File: src/rtl/pebble_game_if.sv
// Game-core bus: move request from the player side, pit counts and
// winner code back to the display side.
interface pebble_game_if;
    logic       play;
    logic       player_position;
    logic [1:0] winner;
    logic [3:0] pos1;
    logic [3:0] pos2;
    logic [3:0] pos3;
    logic [3:0] pos4;

    // Player/display side drives the move request and watches the board.
    modport master (
        output play,
        output player_position,
        input  winner,
        input  pos1,
        input  pos2,
        input  pos3,
        input  pos4
    );

    // Game core consumes the request and owns the board state.
    modport slave (
        input  play,
        input  player_position,
        output winner,
        output pos1,
        output pos2,
        output pos3,
        output pos4
    );
endinterface

File: src/rtl/pebble_game.sv
// Four-pit ring sowing game: the player sows from pit 1 or 2 on a play
// rising edge, the AI answers one cycle later from pit 3 or 4, and the
// core freezes with a winner code once one side runs dry.
module pebble_game (
    input  logic          clock,
    input  logic          reset,
    pebble_game_if.slave  bus
);

    typedef enum logic [1:0] {
        WAIT_PLAYER,
        AI_TURN,
        GAME_OVER
    } state_t;

    // Index 0 is pit 1; ring order follows increasing index, wrapping mod 4.
    typedef logic [3:0][3:0] pits_t;

    state_t     state;
    pits_t      pits;
    logic [1:0] winner;
    logic       play_d;

    logic       play_edge;
    logic [1:0] player_src;
    pits_t      player_pits;
    logic [1:0] player_end;
    logic [1:0] ai_src;
    pits_t      ai_pits;
    logic [1:0] ai_end;

    // Empty the source pit and deal its pebbles round the ring; full laps
    // give every pit (source included) one each, the remainder goes to the
    // pits immediately after the source.
    function automatic pits_t sow(input pits_t p, input logic [1:0] s);
        pits_t      r;
        logic [3:0] n;
        logic [3:0] q;
        logic [1:0] m;
        logic [1:0] idx;
        n = p[s];
        q = {2'b00, n[3:2]};
        m = n[1:0];
        r = p;
        r[s] = '0;
        for (int unsigned d = 1; d <= 4; d++) begin
            idx = s + 2'(d);
            r[idx] = r[idx] + q + ((32'(m) >= d) ? 4'd1 : 4'd0);
        end
        return r;
    endfunction

    // Winner code for a board: player side empty means the player won.
    function automatic logic [1:0] end_code(input pits_t p);
        if (p[0] == '0 && p[1] == '0)
            return 2'b01;
        else if (p[2] == '0 && p[3] == '0)
            return 2'b10;
        else
            return 2'b00;
    endfunction

    // Candidate boards for both possible moves, computed from the current board.
    always_comb begin
        play_edge   = bus.play & ~play_d;
        player_src  = {1'b0, bus.player_position};
        player_pits = sow(pits, player_src);
        player_end  = end_code(player_pits);
        ai_src      = (pits[2] >= pits[3] && pits[2] != '0) ? 2'd2 : 2'd3;
        ai_pits     = (pits[ai_src] != '0) ? sow(pits, ai_src) : pits;
        ai_end      = end_code(ai_pits);
    end

    // Turn sequencing, board update and winner register.
    always_ff @(posedge clock or posedge reset) begin
        if (reset) begin
            state  <= WAIT_PLAYER;
            pits   <= {4{4'd2}};
            winner <= '0;
            play_d <= 1'b0;
        end else begin
            play_d <= bus.play;
            case (state)
                WAIT_PLAYER: begin
                    if (play_edge && pits[player_src] != '0) begin
                        pits   <= player_pits;
                        winner <= player_end;
                        state  <= (player_end != 2'b00) ? GAME_OVER : AI_TURN;
                    end
                end
                AI_TURN: begin
                    pits   <= ai_pits;
                    winner <= ai_end;
                    state  <= (ai_end != 2'b00) ? GAME_OVER : WAIT_PLAYER;
                end
                GAME_OVER: begin
                    state <= GAME_OVER;
                end
                default: begin
                    state <= WAIT_PLAYER;
                end
            endcase
        end
    end

    assign bus.pos1   = pits[0];
    assign bus.pos2   = pits[1];
    assign bus.pos3   = pits[2];
    assign bus.pos4   = pits[3];
    assign bus.winner = winner;

endmodule

File: src/flat_wrapper.sv
// flat-port wrapper written by rule: the top's interface ports become plain ports
module pebble_game_flat 
  (clock, reset, bus_play, bus_player_position, bus_winner, bus_pos1, bus_pos2, bus_pos3, bus_pos4);
  pebble_game_if bus_i ();
  input  logic clock;
  input  logic reset;
  input wire logic [$bits(bus_i.play)-1:0] bus_play;
  input wire logic [$bits(bus_i.player_position)-1:0] bus_player_position;
  output wire logic [$bits(bus_i.winner)-1:0] bus_winner;
  output wire logic [$bits(bus_i.pos1)-1:0] bus_pos1;
  output wire logic [$bits(bus_i.pos2)-1:0] bus_pos2;
  output wire logic [$bits(bus_i.pos3)-1:0] bus_pos3;
  output wire logic [$bits(bus_i.pos4)-1:0] bus_pos4;
  assign bus_i.play = bus_play;
  assign bus_i.player_position = bus_player_position;
  assign bus_winner = bus_i.winner;
  assign bus_pos1 = bus_i.pos1;
  assign bus_pos2 = bus_i.pos2;
  assign bus_pos3 = bus_i.pos3;
  assign bus_pos4 = bus_i.pos4;
  pebble_game u_core (.clock(clock), .reset(reset), .bus(bus_i));
endmodule
File: config.mk
export PLATFORM = sky130hd
export DESIGN_NAME = pebble_game_flat
export DESIGN_NICKNAME = d
export VERILOG_FILES = /design/src/rtl/pebble_game_if.sv /design/src/rtl/pebble_game.sv /design/src/flat_wrapper.sv
export SDC_FILE = /design/constraint.sdc
export NUM_CORES = 1
export LEC_CHECK = 0
export ABC_AREA = 1
export BUFFER_PORTS_ARGS = -buffer_cell sky130_fd_sc_hd__buf_4
export CAP_MARGIN = 20
export CORE_ASPECT_RATIO = 1.4
export CORE_UTILIZATION = 43
export CTS_BUF_LIST = sky130_fd_sc_hd__clkbuf_4
export DETAILED_ROUTE_END_ITERATION = 7
export GPL_TIMING_DRIVEN = 0
export PLACE_DENSITY_LB_ADDON = 0.08
export SYNTH_ARGS = -nofsm -noshare
export SYNTH_HDL_FRONTEND = slang
export SYNTH_SLANG_ARGS = --single-unit
File: constraint.sdc
create_clock -name clock -period 4.6 [get_ports clock]
set_input_delay 0.23 -clock clock [delete_from_list [all_inputs] [get_ports clock]]
set_output_delay 0.23 -clock clock [all_outputs]
set_load 0.02 [all_outputs]
==> qor.csv, run 1 <==
stage,metric,value,unit
power,Reg power frac,52.8,%
clock_network,TritonCTS clock tree,done,
cells_and_area,"leading cell types in the layout, fill and taps excluded","130 x nand2_1, 60 x o21ai_0, 54 x inv_1",
synthesis,Synth async-reset ratio,100,%
global_routing,first-pass GRT wire length,14000,µm
routing,DRC viols,0,
critical_path,Critical Path Sink Type,register,
floorplan,FP Rows,34,
cells_and_area,"commonest non-fill, non-tap cell in the layout",nand2_1,
placed_design,area of placed instances,3020,µm²
clock_network,Clock Path Buffers,2,
placed_design,gpl congestion,0.919,
sta,worst-margin pin slew,0.820,ns
sta,Clock Skews,0.00781,ns
clock_network,Clock Root Buffer,clkbuf_4,
sta,post-route setup slack,0.373,ns
global_routing,initial antenna violation count,0,
placed_design,port bufs,21,
synthesis,YS warnings,0,
synthesis,number of synthesized register bits,21,
placed_design,post-DP HPWL,6980,µm
power,Pint,243,µW
power,Clk pwr share,26.6,%
min_path,min-delay worst type,in2async,
routing,Vias,2913,
placed_design,DP Worst Slack,0.160,ns
global_routing,largest net degree at the start of global routing,22,
cells_and_area,layout cell share with drive strength beyond 1,12.5,%
floorplan,die height,96.9,µm
synthesis,Post-synth top flop,dfrtp_1,
synthesis,Post-Synthesis Cells,436,
power,Lkg Pwr,0.00158,µW
floorplan,Core ar.,6210,µm²
run_status,outcome,"finished, final reports clean",
sta,RSZ-0062 raised after global routing,no,
synthesis,"Cell Area, Synth",2760,µm²
critical_path,Worst Path Max Fanout,16,
synthesis,sequential share of the synthesized area,19.2,%
synthesis,Avg Synthesized Cell Area,6.34,µm²
cells_and_area,Layout area overhead,10.9,%
floorplan,io pins,22,
sta,total negative slack,0,ns
floorplan,Die W,69.8,µm
clock_network,"CTS clk-pin slew, worst paths",0.13,ns
sta,min Tclk post-route,4.23,ns
clock_network,Max H-tree Level,1,
synthesis,count of different cell masters after synthesis,34,
cells_and_area,antenna fix cells,0,
cells_and_area,multi-input logic area,1930,µm²
flow_run,max-cap viol count,0,
routing,routed wire length,8430,µm
routing,antenna-violating nets left,0,
sta,Fmax,237,MHz
clock_network,CTS Sinks,21,
power,Net Sw Frac,30.8,%
routing,wire length per cell,15.7,µm
cells_and_area,fin nets,495,
routing,Via density,5.43,
global_routing,global route total overflow,0,
floorplan,die footprint,6760,µm²
sta,Slew Limit Headroom,44.8,%
power,PwrDens,115,nW/µm²
clock_network,total clock buffers created by CTS,3,
sta,final slew viol count,0,
critical_path,WP data required,4.85,ns
critical_path,Crit Path Category,reg2reg,
critical_path,arrival time at the worst endpoint,4.48,ns
floorplan,initial core utilization,44.5,%
cells_and_area,post-route cell area,3060,µm²
critical_path,CP startpoint kind,register,
critical_path,FF-to-FF setup slack,0.37,ns
cells_and_area,Fill cells,668,
power,worst vdd ir,0.103,mV
routing,drt pass-1 iters,5,
cells_and_area,Final Core Density,49.3,%
sta,number of setup violations in the final report,0,
cells_and_area,FF+latch area,532,µm²
power,Gate power share,20.6,%
synthesis,Post-synth EDFFs,0,
clock_network,clk_lat worst skew,0.31,ns
sta,endpoints failing hold,0,
sta,period utilisation layout,91.9,%
power,switching power,108,µW
global_routing,number of global-route vias before repair,2890,
routing,drt first-iter violations,231,
global_routing,gr usage total,26.4,%
routing by layer:
layer | routed length (µm) | part of all wire [%] | global-route usage (%)
met1 | 3360 | 40 | 30.9
met3 | 332 | 3.9 | 2.71
met2 | 4230 | 50 | 45.0
met5 | 0 | 0 | 0
met4 | 511 | 6.1 | 17.2
cell usage after synthesis (all sizes together), types with 2 or more instances:
master / n / share of area [%]
conb: 2 / 0.27
o22ai: 2 / 0.45
ha: 12 / 5.4
nor2: 28 / 4.4
buf: 11 / 2.7
o211ai: 3 / 0.81
a31oi: 3 / 0.68
nand3: 44 / 8.5
nand2: 136 / 19
inv: 56 / 7.6
a21o: 3 / 0.81
dfstp: 4 / 3.8
mux2i: 2 / 0.72
nand4: 6 / 1.4
dfrtp: 17 / 15
a21oi: 12 / 2.3
clkbuf: 7 / 0.95
o21ai: 64 / 12
fa: 14 / 10
xor2: 5 / 1.6
sequential cells by signal (all words and copies together) (netlist names):
name / count
u_core.bus.pos4: 4
u_core.bus.pos3: 4
u_core.bus.pos2: 4
u_core.state: 2
u_core.bus.winner: 2
u_core.bus.pos1: 4
u_core.play_d: 1
final timing paths:
kind / start / end / depth (start not counted)
worst max-delay path: u_core.bus.pos4[1] / u_core.state[1] / 24
worst min-delay path: reset / u_core.bus.pos4[3] / 2
worst max register to register: u_core.bus.pos4[1] / u_core.state[1] / 24
worst min register to register: u_core.state[0] / u_core.state[1] / 1
max in group asynchronous: reset / u_core.bus.pos4[3] / 2
min in group clock: u_core.state[0] / u_core.state[1] / 1
area by class of cell:
| cell class | instances | area share (%) |
|---|---|---|
| clock inverters | 1 | 0.163 |
| repair buffers | 23 | 5.72 |
| flip-flops and latches | 21 | 17.4 |
| clock buffers | 3 | 0.735 |
| well taps | 72 | 2.94 |
| multi-input cells | 343 | 63.0 |
| inverters | 56 | 6.86 |
| plain buffers | 17 | 3.23 |
power groups by stage:
stage / Sequential, µW / Combinational [µW] / Clock [µW]
final: 185 / 72.2 / 93.5
after detailed placement: 189 / 69.4 / 0
after global routing: 185 / 83.5 / 107
after floorplan: 189 / 52.4 / 0
after CTS: 185 / 69.7 / 96.5
after global placement: 189 / 69.0 / 0
cell families after synthesis:
logic type / after synthesis / synth area share, %
and+or+nand+nor: 216 / 33.9
AOI/OAI and AO/OA: 89 / 17.2
buffers and inverters: 74 / 11.2
adders and majority gates: 26 / 15.6
DFF: 21 / 19.2
xor gates and xnor gates: 6 / 1.90
other: 2 / 0.272
muxes: 2 / 0.724
worst max-delay path, stage by stage (launching register included):
cell      delay (ns)
dfstp_2         0.56
inv_1           0.11
ha_1            0.33
nand2_1         0.08
nand2_1         0.05
nand2_1         0.09
nand3_2         0.11
nand2_2         0.26
clkbuf_4        0.28
clkbuf_2        0.22
o21ai_0         0.13
fa_1            0.38
inv_1           0.11
fa_1            0.44
inv_1           0.06
o21ai_0         0.08
inv_1           0.06
nand2_1         0.04
o21ai_0         0.18
nand3_1         0.12
nor2_1          0.13
nand2_1         0.10
nand2_1         0.08
nand2_1         0.05
a21oi_1         0.11
per-stage QoR:
step                total power [µW]  hold slack [ns]  std cells
floorplan                        241            0.204        438
global placement                 258            0.350        531
detailed placement               258            0.351        531
CTS                              352           0.0142        535
global route                     376            0.103        536
finish                           351           0.0609        536
what timing repair did:
item / CTS / global route
endpoints found under the setup margin: 0 / 3
hold buffers: 0 / 1
hold endpoints to repair: 0 / 1
buffers inserted: 0 / 0
resized for setup: 0 / 4
Power figures use the tool's default switching activity.
==> inputs of run 2 (changes only) <==
Settings changed: RECOVER_POWER set to 25.
==> qor.csv, run 2 (same netlist as run 1, synthesis figures left out) <==
stage,metric,value,unit,change
run_status,outcome,"finished, final reports clean",,
cells_and_area,antenna fix cells,0,,unchanged
power,worst vdd ir,0.103,mV,about the same
placed_design,port bufs,21,,unchanged
routing,antenna-violating nets left,0,,unchanged
clock_network,total clock buffers created by CTS,3,,unchanged
critical_path,CP startpoint kind,register,,
routing,Vias,2913,,unchanged
critical_path,crit-path cells,inv_1 -> ha_1 -> nand2_1 -> nand2_1 -> nand2_1 -> nand3_2 -> nand2_2 -> clkbuf_4 -> clkbuf_2 -> o21ai_0 -> fa_1 -> inv_1 -> fa_1 -> inv_1 -> o21ai_0 -> inv_1 -> nand2_1 -> o21ai_0 -> nand3_1 -> nor2_1 -> nand2_1 -> nand2_1 -> nand2_1 -> a21oi_1,,
cells_and_area,fin nets,495,,unchanged
sta,Fmax,237,MHz,unchanged
clock_network,CTS Sinks,21,,unchanged
routing,drt first-iter violations,231,,unchanged
critical_path,arrival time at the worst endpoint,4.48,ns,about the same
clock_network,clk_lat worst skew,0.31,ns,about the same
critical_path,Reg2Reg Depth,24,,unchanged
routing,met3 wire len,332,µm,unchanged
cells_and_area,layout cell share with drive strength beyond 1,12.5,%,unchanged
sta,min Tclk post-route,4.23,ns,+0.00000400 ns
floorplan,FP Rows,34,,unchanged
floorplan,Core ar.,6210,µm²,unchanged
power,PwrDens,115,nW/µm²,about the same
critical_path,Crit Path Category,reg2reg,,
critical_path,CP Buf/Inv Count,6,,unchanged
critical_path,"delay-heaviest family, CP",adder cells,,
cells_and_area,"commonest non-fill, non-tap cell in the layout",nand2_1,,
cells_and_area,Layout area overhead,10.9,%,unchanged
global_routing,largest net degree at the start of global routing,22,,unchanged
sta,Slew Limit Headroom,44.8,%,unchanged
critical_path,Worst Path Max Fanout,16,,unchanged
routing,routed wire length,8430,µm,about the same
clock_network,buffer count from post-CTS setup fixing,0,,unchanged
sta,final slew viol count,0,,unchanged
critical_path,RR Startpoint,u_core.bus.pos4[1],,
clock_network,Clock Root Buffer,clkbuf_4,,
sta,number of setup violations in the final report,0,,unchanged
critical_path,Worst path most repeated cell,nand2_1,,
routing,wire length per cell,15.7,µm,about the same
critical_path,CP max stage delay,0.56,ns,about the same
routing,uppermost layer routed,met4,,
clock_network,TritonCTS clock tree,done,,
cells_and_area,"leading cell types in the layout, fill and taps excluded","130 x nand2_1, 60 x o21ai_0, 54 x inv_1",,
global_routing,initial antenna violation count,0,,unchanged
routing,met1 wire length,3360,µm,about the same
routing,Via density,5.43,,unchanged
min_path,min-delay worst type,in2async,,
sta,RSZ-0062 raised after global routing,no,,
floorplan,die height,96.9,µm,unchanged
clock_network,Clock Path Buffers,2,,unchanged
global_routing,number of global-route vias before repair,2890,,unchanged
clock_network,"CTS clk-pin slew, worst paths",0.13,ns,about the same
floorplan,Die W,69.8,µm,unchanged
floorplan,io pins,22,,unchanged
cells_and_area,Fill cells,668,,unchanged
floorplan,die footprint,6760,µm²,unchanged
sta,hold_ws,0.0610,ns,+0.000123 ns
global_routing,gr usage total,26.4,%,unchanged
sta,Clock Skews,0.00781,ns,-0.00000306 ns
sta,endpoints failing hold,0,,unchanged
routing,DRC viols,0,,unchanged
placed_design,post-DP HPWL,6980,µm,unchanged
critical_path,WP data required,4.85,ns,about the same
routing,drt pass-1 iters,5,,unchanged
power,Lkg Pwr,0.00158,µW,about the same
placed_design,gpl congestion,0.919,,unchanged
sta,period utilisation layout,91.9,%,about the same
global_routing,first-pass GRT wire length,14000,µm,unchanged
flow_run,max-cap viol count,0,,unchanged
clock_network,Max H-tree Level,1,,unchanged
floorplan,initial core utilization,44.5,%,unchanged
critical_path,Critical Path Sink Type,register,,
sta,worst-margin pin slew,0.820,ns,unchanged
global_routing,global route total overflow,0,,unchanged
critical_path,CP max stage cell,dfstp_2,,
critical_path,FF-to-FF setup slack,0.37,ns,about the same
critical_path,worst r2r dst,u_core.state[1],,
sta,total negative slack,0,ns,unchanged
placed_design,DP Worst Slack,0.160,ns,unchanged
cells_and_area,FF+latch area,532,µm²,unchanged
cells_and_area,multi-input logic area,1930,µm²,unchanged
routing,routed wl met2,4230,µm,about the same
sta,post-route setup slack,0.373,ns,-0.00000400 ns
==> run 2: changes by cell type in the layout (fill, tap and decap cells not counted), sizes merged <==
cell and change:
buf -2, clkbuf +2
==> run 2: layout make-up <==
cell class                 count  area share, %
multi-input combinational    343           63.0
clock buffer                   3          0.735
inverter                      56           6.86
buffer                        17           3.23
timing repair buffer          23           5.72
clock inverter                 1          0.163
tap                           72           2.94
sequential                    21           17.4
==> run 2: how the worst max path moves through the flow <==
stage                 endpoint               start  slack [ns]  cells past startpoint
6_report       u_core.state[1]  u_core.bus.pos4[1]        0.37                     24
5_1_grt        u_core.state[1]  u_core.bus.pos4[1]        0.03                     24
4_1_cts        u_core.state[1]  u_core.bus.pos4[1]        0.12                     25
3_5_place_dp   u_core.state[1]  u_core.bus.pos4[1]        0.16                     25
3_3_place_gp   u_core.state[1]  u_core.bus.pos4[1]        0.18                     25
2_1_floorplan  u_core.state[1]  u_core.bus.pos4[1]        0.81                     25
==> run 2: through the flow <==
stage	instances	cell area (µm²)	power (µW)	utilization, %
2_1_floorplan	438	2770	241	-
3_3_place_gp	531	3020	258	48.6
3_5_place_dp	531	3020	258	48.6
4_1_cts	535	3050	352	49.1
5_1_grt	536	3060	376	49.3
6_report	536	3060	351	49.3
==> run 2: what timing repair did <==
item,4_1_cts,5_1_grt
setup endpoints to repair,0,3
gates resized for setup,0,4
hold buffers,0,1
hold endpoints to repair,0,1
==> run 2: power by group <==
part / switching (µW) / internal (µW)
clock: 61.0 / 32.5
combinational: 47.2 / 24.9
sequential: 0.110 / 185
total: 108 / 243
==> run 2: per-layer routing <==
layer	global-route usage, %	vias to the layer above
met5	0	-
met4	17.2	0
met3	2.71	40
met2	45.0	79
met1	30.9	1328
li1	-	1466
==> inputs of run 3 (changes only) <==
Clock period 4.6 ns to 5 ns, I/O delays scaled along.
==> qor.csv, run 3 (same netlist as run 1, synthesis figures left out) <==
stage,metric,value,unit,change
sta,min Tclk post-route,4.54,ns,+0.311 ns
cells_and_area,"leading cell types in the layout, fill and taps excluded","130 x nand2_1, 60 x o21ai_0, 54 x inv_1",,
power,Gate power share,20.4,%,about the same
cells_and_area,multi-input logic area,1930,µm²,unchanged
global_routing,first-pass GRT wire length,14000,µm,unchanged
routing,drt pass-1 iters,4,,-1
critical_path,Worst path most repeated cell,nand2_1,,
global_routing,largest net degree at the start of global routing,22,,unchanged
min_path,min-delay worst type,in2reg,,
routing,Vias,2889,,-0.82%
routing,wire length per cell,15.8,µm,+0.42%
clock_network,"CTS clk-pin slew, worst paths",0.13,ns,about the same
sta,hold_ws,0.0646,ns,+0.00365 ns
floorplan,die height,96.9,µm,unchanged
sta,number of setup violations in the final report,0,,unchanged
floorplan,Core ar.,6210,µm²,unchanged
clock_network,Max H-tree Level,1,,unchanged
cells_and_area,Final Core Density,49.2,%,-0.16 points
cells_and_area,Post-Layout Cell Count,536,,unchanged
routing,antenna-violating nets left,0,,unchanged
critical_path,Crit Path Category,reg2reg,,
cells_and_area,layout cell share with drive strength beyond 1,12.3,%,-0.22 points
sta,Clock Skews,0.00670,ns,-0.00110 ns
routing,Via density,5.39,,-0.82%
placed_design,port bufs,21,,unchanged
critical_path,"delay-heaviest family, CP",buffers and inverters,,
clock_network,Clock Root Buffer,clkbuf_4,,
cells_and_area,Layout area overhead,10.5,%,
critical_path,Critical Path Sink Type,register,,
power,Lkg Pwr,0.00158,µW,about the same
floorplan,FP Rows,34,,unchanged
sta,final slew viol count,0,,unchanged
critical_path,CP max stage cell,dfrtp_1,,
clock_network,clk_lat worst skew,0.31,ns,about the same
clock_network,total clock buffers created by CTS,3,,unchanged
placed_design,post-DP HPWL,6980,µm,unchanged
routing,routed wire length,8460,µm,+0.42%
placed_design,# placed instances,531,,unchanged
clock_network,CTS Sinks,21,,unchanged
cells_and_area,fin nets,495,,unchanged
global_routing,number of global-route vias before repair,2890,,unchanged
sta,total negative slack,0,ns,unchanged
sta,worst-margin pin slew,0.819,ns,-0.00123 ns
flow_run,max-cap viol count,0,,unchanged
power,Clk pwr share,26.7,%,about the same
sta,endpoints failing hold,0,,unchanged
sta,Slew Limit Headroom,44.8,%,+0.083 points
critical_path,Worst Path Max Fanout,10,,-6
floorplan,io pins,22,,unchanged
power,Net Sw Frac,30.9,%,+0.033 points
critical_path,CP max stage delay,0.54,ns,-0.02 ns
power,Pint,223,µW,-8.2%
floorplan,die footprint,6760,µm²,unchanged
cells_and_area,antenna fix cells,0,,unchanged
cells_and_area,"commonest non-fill, non-tap cell in the layout",nand2_1,,
power,Reg power frac,52.9,%,about the same
sta,RSZ-0062 raised after global routing,no,,
placed_design,gpl congestion,0.919,,unchanged
clock_network,hold buffers post-CTS,0,,unchanged
critical_path,CP Buf/Inv Count,8,,+2
critical_path,arrival time at the worst endpoint,4.79,ns,+0.31 ns
cells_and_area,Fill cells,667,,-0.15%
critical_path,WP data required,5.25,ns,+0.40 ns
sta,Fmax,220,MHz,-6.9%
clock_network,post-CTS sizing,0,,unchanged
routing,DRC viols,0,,unchanged
power,worst vdd ir,0.0949,mV,-7.8%
global_routing,gr usage total,26.4,%,unchanged
cells_and_area,FF+latch area,531,µm²,-0.24%
floorplan,initial core utilization,44.5,%,unchanged
clock_network,Clock Path Buffers,2,,unchanged
clock_network,buffer count from post-CTS setup fixing,0,,unchanged
power,switching power,99.5,µW,-8.1%
power,PwrDens,106,nW/µm²,-7.9%
clock_network,TritonCTS clock tree,done,,
sta,period utilisation layout,90.8,%,-1.1 points
global_routing,initial antenna violation count,0,,unchanged
run_status,outcome,"finished, final reports clean",,
critical_path,CP startpoint kind,register,,
routing,drt first-iter violations,218,,-5.6%
floorplan,Die W,69.8,µm,unchanged
global_routing,global route total overflow,0,,unchanged
-- run 3: path summary, 6_finish.rpt --
| kind | start | endpoint | slack [ns] | cells after the start |
|---|---|---|---|---|
| min | bus_play | u_core.play_d | 0.06 | 1 |
| min reg2reg | u_core.bus.winner[0] | u_core.bus.winner[0] | 0.51 | 2 |
| max in group asynchronous | reset | u_core.bus.pos4[0] | 4.41 | 2 |
| max | u_core.bus.pos4[3] | u_core.state[1] | 0.46 | 25 |
| max reg2reg | u_core.bus.pos4[3] | u_core.state[1] | 0.46 | 25 |
| min in group asynchronous | reset | u_core.bus.pos4[3] | 0.08 | 2 |
-- run 3: worst register-to-register path, cell delays in order, from the launching register on --
cell	delay (ns)
dfrtp_1	0.54
inv_1	0.16
ha_1	0.36
nand2_1	0.07
inv_1	0.03
nand2_1	0.09
nand3_2	0.11
nand2_2	0.16
buf_2	0.25
buf_2	0.27
clkbuf_1	0.32
o21ai_0	0.17
fa_1	0.39
inv_1	0.11
fa_1	0.45
inv_1	0.07
o21ai_0	0.08
inv_1	0.06
nand2_1	0.05
o21ai_0	0.17
nand3_1	0.12
nor2_1	0.13
nand2_1	0.10
nand2_1	0.08
nand2_1	0.05
a21oi_1	0.11
-- run 3: per-layer routing --
layer / GRT usage [%] / vias up / share of wire (%)
met5: 0 / - / 0
met2: 45.0 / 76 / 50
met4: 17.2 / 0 / 6.3
met1: 30.9 / 1314 / 40
met3: 2.71 / 35 / 3.7
li1: - / 1464 / -
-- run 3: cell type report --
class	count	area share [%]
Multi-Input combinational cell	343	63.2
Sequential cell	21	17.4
Inverter	56	6.88
Timing Repair Buffer	22	5.41
Buffer	18	3.28
Tap cell	72	2.95
Clock buffer	3	0.737
Clock inverter	1	0.164
-- run 3: power by group through the flow --
stage                     clock network, µW  logic (µW)  registers [µW]
after floorplan                           0        48.2             174
after global placement                    0        63.5             174
after detailed placement                  0        63.9             174
after CTS                              88.8        64.1             171
after global routing                   98.3        76.0             171
final                                  86.1        65.6             171
-- run 3: metrics by stage --
| step | setup slack [ns] | area, µm² | power (µW) |
|---|---|---|---|
| 3_5_place_dp | 0.560 | 3020 | 237 |
| 4_1_cts | 0.525 | 3050 | 323 |
| 3_3_place_gp | 0.580 | 3020 | 237 |
| 6_report | 0.462 | 3050 | 322 |
| 2_1_floorplan | 1.21 | 2770 | 222 |
| 5_1_grt | 0.145 | 3050 | 345 |
